===== config.mk =====
export PLATFORM = sky130hd
export DESIGN_NAME = shift_reg4_seq
export DESIGN_NICKNAME = d
export VERILOG_FILES = /design/src/rtl/shift_reg4_seq.sv
export SDC_FILE = /design/constraint.sdc
export NUM_CORES = 1
export LEC_CHECK = 0
export BUFFER_PORTS_ARGS = -buffer_cell sky130_fd_sc_hd__buf_2
export CAP_MARGIN = 20
export CORE_UTILIZATION = 30
export DETAILED_ROUTE_END_ITERATION = 8
export PLACE_DENSITY = 0.54
export SYNTH_ARGS = -nofsm -noshare
export SYNTH_HDL_FRONTEND = slang
export SYNTH_SLANG_ARGS = --single-unit

===== constraint.sdc =====
create_clock -name clk -period 5.1 [get_ports clk]
set_clock_uncertainty 0.2 [all_clocks]
set_input_delay 1.02 -clock clk [delete_from_list [all_inputs] [get_ports clk]]
set_output_delay 1.02 -clock clk [all_outputs]
set_load 0.005 [all_outputs]

===== src/rtl/shift_reg4_seq.sv =====
// shift_reg4_seq: command sequencer for one shift_reg4 datapath.
// A command optionally preloads the register, then issues N single-bit shifts.
// The final register contents come back on a valid/ready response port.
module shift_reg4_seq #(
  parameter int WIDTH = 8,
  parameter int AMT_W = 4
) (
  input  logic             clk,
  input  logic             reset,
  input  logic             cmd_valid,
  output logic             cmd_ready,
  input  logic [1:0]       cmd_op,
  input  logic [AMT_W-1:0] cmd_amt,
  input  logic [WIDTH-1:0] cmd_data,
  output logic             rsp_valid,
  input  logic             rsp_ready,
  output logic [WIDTH-1:0] rsp_data,
  output logic             sr_enable,
  output logic [1:0]       sr_dir,
  output logic [WIDTH-1:0] sr_data_in,
  input  logic [WIDTH-1:0] sr_data_out
);

  typedef enum logic [1:0] {
    IDLE  = 2'd0,
    LOAD  = 2'd1,
    SHIFT = 2'd2,
    DONE  = 2'd3
  } state_t;

  localparam logic [AMT_W-1:0] MAX_AMT  = AMT_W'(WIDTH);
  localparam logic [1:0]       DIR_LOAD = 2'b11;
  localparam logic [1:0]       DIR_LEFT = 2'b00;
  localparam logic [1:0]       DIR_RGHT = 2'b10;
  localparam logic [1:0]       DIR_IDLE = 2'b01;

  state_t           state_q, state_d;
  logic             right_q, right_d;
  logic [AMT_W-1:0] cnt_q, cnt_d;
  logic [WIDTH-1:0] data_q, data_d;
  logic [AMT_W-1:0] amt_clamped;

  logic             cmd_ready_d;
  logic             rsp_valid_d;
  logic             sr_enable_d;
  logic [1:0]       sr_dir_d;
  logic [WIDTH-1:0] sr_data_in_d;

  // Shift counts beyond the register width would only refill zeros, so cap them.
  assign amt_clamped = (cmd_amt > MAX_AMT) ? MAX_AMT : cmd_amt;

  // State and latched command fields; reset aborts any command in flight.
  always_ff @(posedge clk or negedge reset) begin
    if (!reset) begin
      state_q <= IDLE;
      right_q <= 1'b0;
      cnt_q   <= '0;
      data_q  <= '0;
    end else begin
      state_q <= state_d;
      right_q <= right_d;
      cnt_q   <= cnt_d;
      data_q  <= data_d;
    end
  end

  // Next-state logic: accept in IDLE, one LOAD cycle, cnt_q SHIFT cycles, hold DONE.
  always_comb begin
    state_d = state_q;
    right_d = right_q;
    cnt_d   = cnt_q;
    data_d  = data_q;
    case (state_q)
      IDLE: begin
        if (cmd_valid) begin
          right_d = cmd_op[0];
          cnt_d   = amt_clamped;
          data_d  = cmd_op[1] ? cmd_data : '0;
          if (cmd_op[1])
            state_d = LOAD;
          else if (amt_clamped != '0)
            state_d = SHIFT;
          else
            state_d = DONE;
        end
      end
      LOAD: begin
        state_d = (cnt_q != '0) ? SHIFT : DONE;
      end
      SHIFT: begin
        cnt_d = cnt_q - 1'b1;
        if (cnt_q <= AMT_W'(1))
          state_d = DONE;
      end
      DONE: begin
        if (rsp_ready)
          state_d = IDLE;
      end
      default: state_d = IDLE;
    endcase
  end

  // Output decode from the upcoming state so every pin is driven straight from a flop.
  always_comb begin
    cmd_ready_d  = 1'b0;
    rsp_valid_d  = 1'b0;
    sr_enable_d  = 1'b0;
    sr_dir_d     = DIR_IDLE;
    sr_data_in_d = '0;
    case (state_d)
      IDLE: cmd_ready_d = 1'b1;
      LOAD: begin
        sr_enable_d  = 1'b1;
        sr_dir_d     = DIR_LOAD;
        sr_data_in_d = data_d;
      end
      SHIFT: begin
        sr_enable_d = 1'b1;
        sr_dir_d    = right_d ? DIR_RGHT : DIR_LEFT;
      end
      DONE: rsp_valid_d = 1'b1;
      default: cmd_ready_d = 1'b0;
    endcase
  end

  // Output register; reset values match the IDLE decode with the register parked.
  always_ff @(posedge clk or negedge reset) begin
    if (!reset) begin
      cmd_ready  <= 1'b1;
      rsp_valid  <= 1'b0;
      sr_enable  <= 1'b0;
      sr_dir     <= DIR_IDLE;
      sr_data_in <= '0;
    end else begin
      cmd_ready  <= cmd_ready_d;
      rsp_valid  <= rsp_valid_d;
      sr_enable  <= sr_enable_d;
      sr_dir     <= sr_dir_d;
      sr_data_in <= sr_data_in_d;
    end
  end

  // The register is frozen in DONE, so passing its output through is stable.
  assign rsp_data = rsp_valid ? sr_data_out : '0;

endmodule


After elaboration in Yosys (flattened, before gate mapping)
Index checks and enable logic that the tools add are counted.

Add/sub/neg operators: 1. Mux-type cells: 22. Eq/ne operators: 7. Reduce and logical (&&, ||, !) cells: 7. $lt $le $gt $ge: 2.

Operators by type and width (count): 8-bit two-way mux (5); 2-bit two-way mux (5); 2-bit equality test, second input constant (4); 4-bit two-way mux (2); 2-bit one-hot mux with 4 select lines (1); 4-bit one-hot mux with 2 select lines (1); 4-bit nonzero test (2); 1-bit two-way mux (7); 2-bit by 1-bit equality test with 1-bit output, second input constant (2); 4-bit greater-than comparator, second input constant (1); 4-bit by 1-bit <= comparator with 1-bit output, second input constant (1); 2-bit logical NOT (2); 2-bit one-hot mux with 2 select lines (1); 4-bit by 1-bit subtractor with 4-bit output, second input constant (1); 2-bit != test, second input constant (1); 2-bit AND reduction (1); 2-bit nonzero test (1); 2-bit OR reduction (1).

Output and inout bits: 21. Register bits after elaboration: 28. Logic and storage cells: 48. Input bits: 26.

Longest topological paths before layout
Depth in word-level cells: 10. Gate-level depth with buffers: 8. Mapped depth without buffers: 8.

Least setup slack after synthesis
No wires, ideal clock.

Path type: in2reg. Start point: in cmd_op[1]. End point: reg sr_dir[1]. Slack: 2.530 ns. Arrival: 2.249 ns. Data required time: 4.779 ns. Buffers on the path: 1. Cell stages on the path: 6. Library setup time: 0.121 ns. Path through: clkbuf_1 > nor2b_1 > o31a_1 > ha_1 > and2_0 > a22o_1.

Longest elaborated chain between the ends: 5. Elaborated cells on any way between the ends: 6. Those cells by class: eq/ne: 2; mux: 4.

RTL lines: start, declared (RTL line 12) `input logic [1:0] cmd_op,`; 2-bit two-way mux * (RTL line 79) `if (cmd_op[1])`; 2-bit two-way mux * (RTL line 75) `if (cmd_valid) begin`; 2-bit one-hot mux with 4 select lines * (RTL line 73) `case (state_q)`; via state_d[1] (RTL line 37) `state_t state_q, state_d;`; 2-bit equality test / 2-bit by 1-bit equality test with 1-bit output (equally long branches) (RTL line 110) `case (state_d)`; 2-bit one-hot mux with 2 select lines * (RTL line 110); via sr_dir_d[1] (RTL line 46) `logic [1:0] sr_dir_d;`; end signal, assigned (RTL line 138) `sr_dir <= sr_dir_d;`; end, declared (RTL line 19) `output logic [1:0] sr_dir,`.

The timed path passes the listed nets; every way through them passes the cells marked *. A chain may end at the register's enable or synchronous reset.

Final worst setup path
Start point: in cmd_valid. End point: reg sr_dir[1].

Longest elaborated chain between the ends: 4. Elaborated cells on any way between the ends: 8. Those cells by class: eq/ne: 2; mux: 6.

RTL lines: start, declared (RTL line 10) `input logic cmd_valid,`; 2-bit two-way mux * (RTL line 75); 2-bit one-hot mux with 4 select lines * (RTL line 73); via state_d[0] (RTL line 37); 2-bit equality test / 2-bit by 1-bit equality test with 1-bit output (equally long branches) (RTL line 110); 2-bit one-hot mux with 2 select lines * (RTL line 110); via sr_dir_d[1] (RTL line 46).

Marks and branches as above.

==> out/summary.md <==
### Job
- **number of maximum-capacitance violations** 0

### Setup path
- **R2R cell count** 6
- **crit path max fanout** 11
- **capturing point of the worst reg2reg path** sr_dir[1]$_DFF_PN0_
- **critical path endpoint category** flip-flop
- **launching point of the worst reg2reg path** state_q[0]$_DFF_PN0_
- **worst path arrival time** 2.82 ns
- **path type of the worst setup path** in2reg
- **startpoint kind of the worst setup timing path** primary input
- **Reg2Reg Setup Slack** 2.50 ns
- **Data required, critical path** 5.07 ns

### Pwr
- **worst voltage drop across the vdd grid** 0.2751 mV
- **power density over cell area** 486.6 nW/um^2
- **leakage component of the power** 0.0008613 uW

### Die
- **Floorplan Core Area** 4115 um^2
- **area enclosed by the die boundary** 4699 um^2
- **Chip Width** 68.55 um
- **count of pins on the block boundary** 47
- **initial core utilization** 32.29%
- **Cell Rows** 23
- **Chip Height** 68.55 um

### Global routing
- **Overflow after GRT** 0
- **global-route usage over all layers** 13.69%
- **largest net degree at the start of global routing** 29
- **number of antenna violations at the first check in global routing** 0
- **global-route wire length before repair** 4685 um
- **via count of the first global-routing pass** 1021

### Final layout
- **# diodes** 0
- **area of all placed cells without fillers** 1652 um^2
- **most common library cell in the layout ignoring fill and taps** buf_2
- **most used cells in the layout excluding fill and tap cells** 46 x buf_2, 26 x dfrtp_1, 16 x nand2_1, 9 x nand3_1
- **fraction of final layout cells with drive strength greater than 1** 36.02%
- **Synth-to-Final Area Change** 24.29%
- **final core utilization** 40.13%
- **Final #Nets** 196

### Synthesis
- **proportion of netlist area held by the largest area contributor** 48.96%
- **number of storage elements in the synthesis netlist** 28
- **syn nets** 150
- **post-synthesis xor/xnor area fraction** 0%
- **area share of fa/ha/maj cells after synthesis** 7.533%
- **complex-gate fraction of the synthesized area** 13.65%
- **count of synthesis-stage warnings from yosys** 0
- **share of synthesized cell area in and, or, nand and nor gates** 20.81%
- **sequential share of the synthesized area** 52.92%
- **Mapped Avg Cell Area** 11.45 um^2
- **distinct cell type count of the synthesized netlist** 35
- **share of synthesized area spent on multiplexers** 0.8475%
- **main area contributors after synthesis** dfrtp_1 49%, ha_1 7.5%, a21boi_1 4.5%
- **Syn Inst Count** 116
- **post-synthesis cell type with the largest combined area** dfrtp_1
- **dominant combinational cell family by area after synthesis** simple AND/OR/NAND/NOR gates
- **Post-Syn Area** 1329 um^2

### Clock network
- **count of hold buffers inserted by post-cts repair** 0
- **number of levels in the clock H-tree** 1
- **Clk Latency, worst-skew pair** 0.28 ns
- **total setup buffers inserted after CTS** 0
- **clock-pin slew on the worst setup and hold paths** 0.10 ns
- **Max Root-Sink Buffers** 2
- **root buffer selected by CTS** clkbuf_8
- **CTS resizes** 0
- **Clock Sink Count** 28
- **clock tree from TritonCTS** done
- **number of CTS-inserted buffers** 3

### STA
- **Hold Fails Final Rpt** 0
- **top achievable clock speed** 350.7 MHz
- **Max Slew Vio Count** 0
- **setup repair after global routing missed its margin** false
- **Setup Total Neg Slack** 0 ns
- **endpoints failing setup** 0
- **pin slew with the least headroom to its limit** 0.6931 ns
- **Final min period** 2.852 ns
- **Slew Limit Headroom** 53.59%
- **post-route clock period utilization** 55.92%

### Detailed routing
- **total via count in the routed design** 990
- **number of antenna-violating nets in the routed design** 0
- **detailed-route wire length** 2782 um
- **Residual DRC** 0
- **detailed-route wire length per cell** 13.18 um
- **number of iterations in the first detailed-routing pass** 4
- **vias per cell** 4.692
- **Initial DRC Count** 63

### Placement
- **post-placement cell area** 1580 um^2
- **hpwl dp** 2040 um
- **gp weighted congestion** 0.7406
- **PortBufs** 46

### Run status
- **outcome** completed

### Min path
- **min-delay src** data_q[5]$_DFF_PN0_
- **WHS Path Cells** 2
- **WHS Endpoint** data_q[5]$_DFF_PN0_
- **Hold Path Class** reg2reg

==> worst max path at each step <==
stage | startpoint | to | slack, ns
2_1_floorplan | cmd_op[1] | sr_dir[1]$_DFF_PN0_ | 2.53
3_3_place_gp | cmd_valid | sr_dir[1]$_DFF_PN0_ | 2.02
3_5_place_dp | cmd_valid | sr_dir[1]$_DFF_PN0_ | 1.95
4_1_cts | cmd_valid | sr_dir[1]$_DFF_PN0_ | 2.20
5_1_grt | cmd_valid | sr_dir[1]$_DFF_PN0_ | 1.98
6_report | cmd_valid | sr_dir[1]$_DFF_PN0_ | 2.25
==> sequential cells by signal, summed over array words and instances, names as in the netlist <==
register    flops
sr_data_in      8
sr_dir          2
state_q         2
sr_enable       1
cmd_ready       1
rsp_valid       1
data_q          8
right_q         1
cnt_q           4
==> where the power goes <==
part	switching (uW)	internal, uW
sequential	56.9	298
combinational	142	131
clock	70.0	105
==> synthesized netlist by cell type <==
cell and instances:
nand2_1 16, a22o_1 1, buf_4 2, nor4b_1 1, nor2b_1 1, nor4b_4 1
a32oi_1 1, nor2_1 2, nor3b_2 1, a211oi_1 2, and3b_1 1, nand3_1 9
o21bai_1 1, nor4_1 1, and2_0 1, o21ai_0 3, o31a_1 1, o21ai_1 2
a22oi_1 2, nand3b_1 1, inv_1 4, a311oi_2 1, nand2b_1 1, a21boi_1 8
dfstp_2 2, o21a_1 1, buf_6 2, o21ba_2 1, and2_1 8, nor3b_4 1
mux2_2 1, ha_1 8, dfrtp_1 26, or3b_1 1, clkbuf_1 1
==> layout make-up <==
cell class | count | area [um^2]
fill | 421 | 2464
clock inverter | 1 | 30.03
inverter | 4 | 15.01
multi-input combinational | 79 | 569.3
timing repair buffer | 46 | 230.2
clock buffer | 3 | 41.29
sequential | 28 | 703.2
tap | 50 | 62.56
==> layer usage <==
layer  GRT usage, %  vias to the layer above  part of all wire [%]
met3          4.112                        2                   6.4
li1               -                      490                     -
met2          22.67                       34                    45
met4          1.563                        0                  0.22
met1          18.05                      464                    48
met5              0                        -                     0
==> kinds of logic (layout without fill, tap and decap cells) <==
kind of cell	count (synthesis)	after routing
simple gates	46	46
fa+ha+maj	8	8
compound gates	24	24
mux	1	1
flops	28	28
buf+inv	9	54
==> critical path: stages <==
cell     delay, ns
buf_2         0.12
nor3b_2       0.59
o21ai_0       0.24
o21ai_1       0.20
ha_1          0.30
and2_0        0.16
a22o_1        0.20
==> through the flow <==
| stage | cells | power (uW) | setup slack [ns] | hold WS (ns) |
|---|---|---|---|---|
| after floorplan | 116 | 555.3 | 2.530 | 0.2326 |
| after global placement | 207 | 622.0 | 2.015 | 0.2427 |
| after detailed placement | 207 | 634.8 | 1.949 | 0.2533 |
| after CTS | 211 | 816.8 | 2.202 | 0.2778 |
| after global routing | 211 | 875.3 | 1.976 | 0.3102 |
| final | 211 | 803.6 | 2.248 | 0.2712 |
Note: power is estimated with default switching activity, not from simulation.
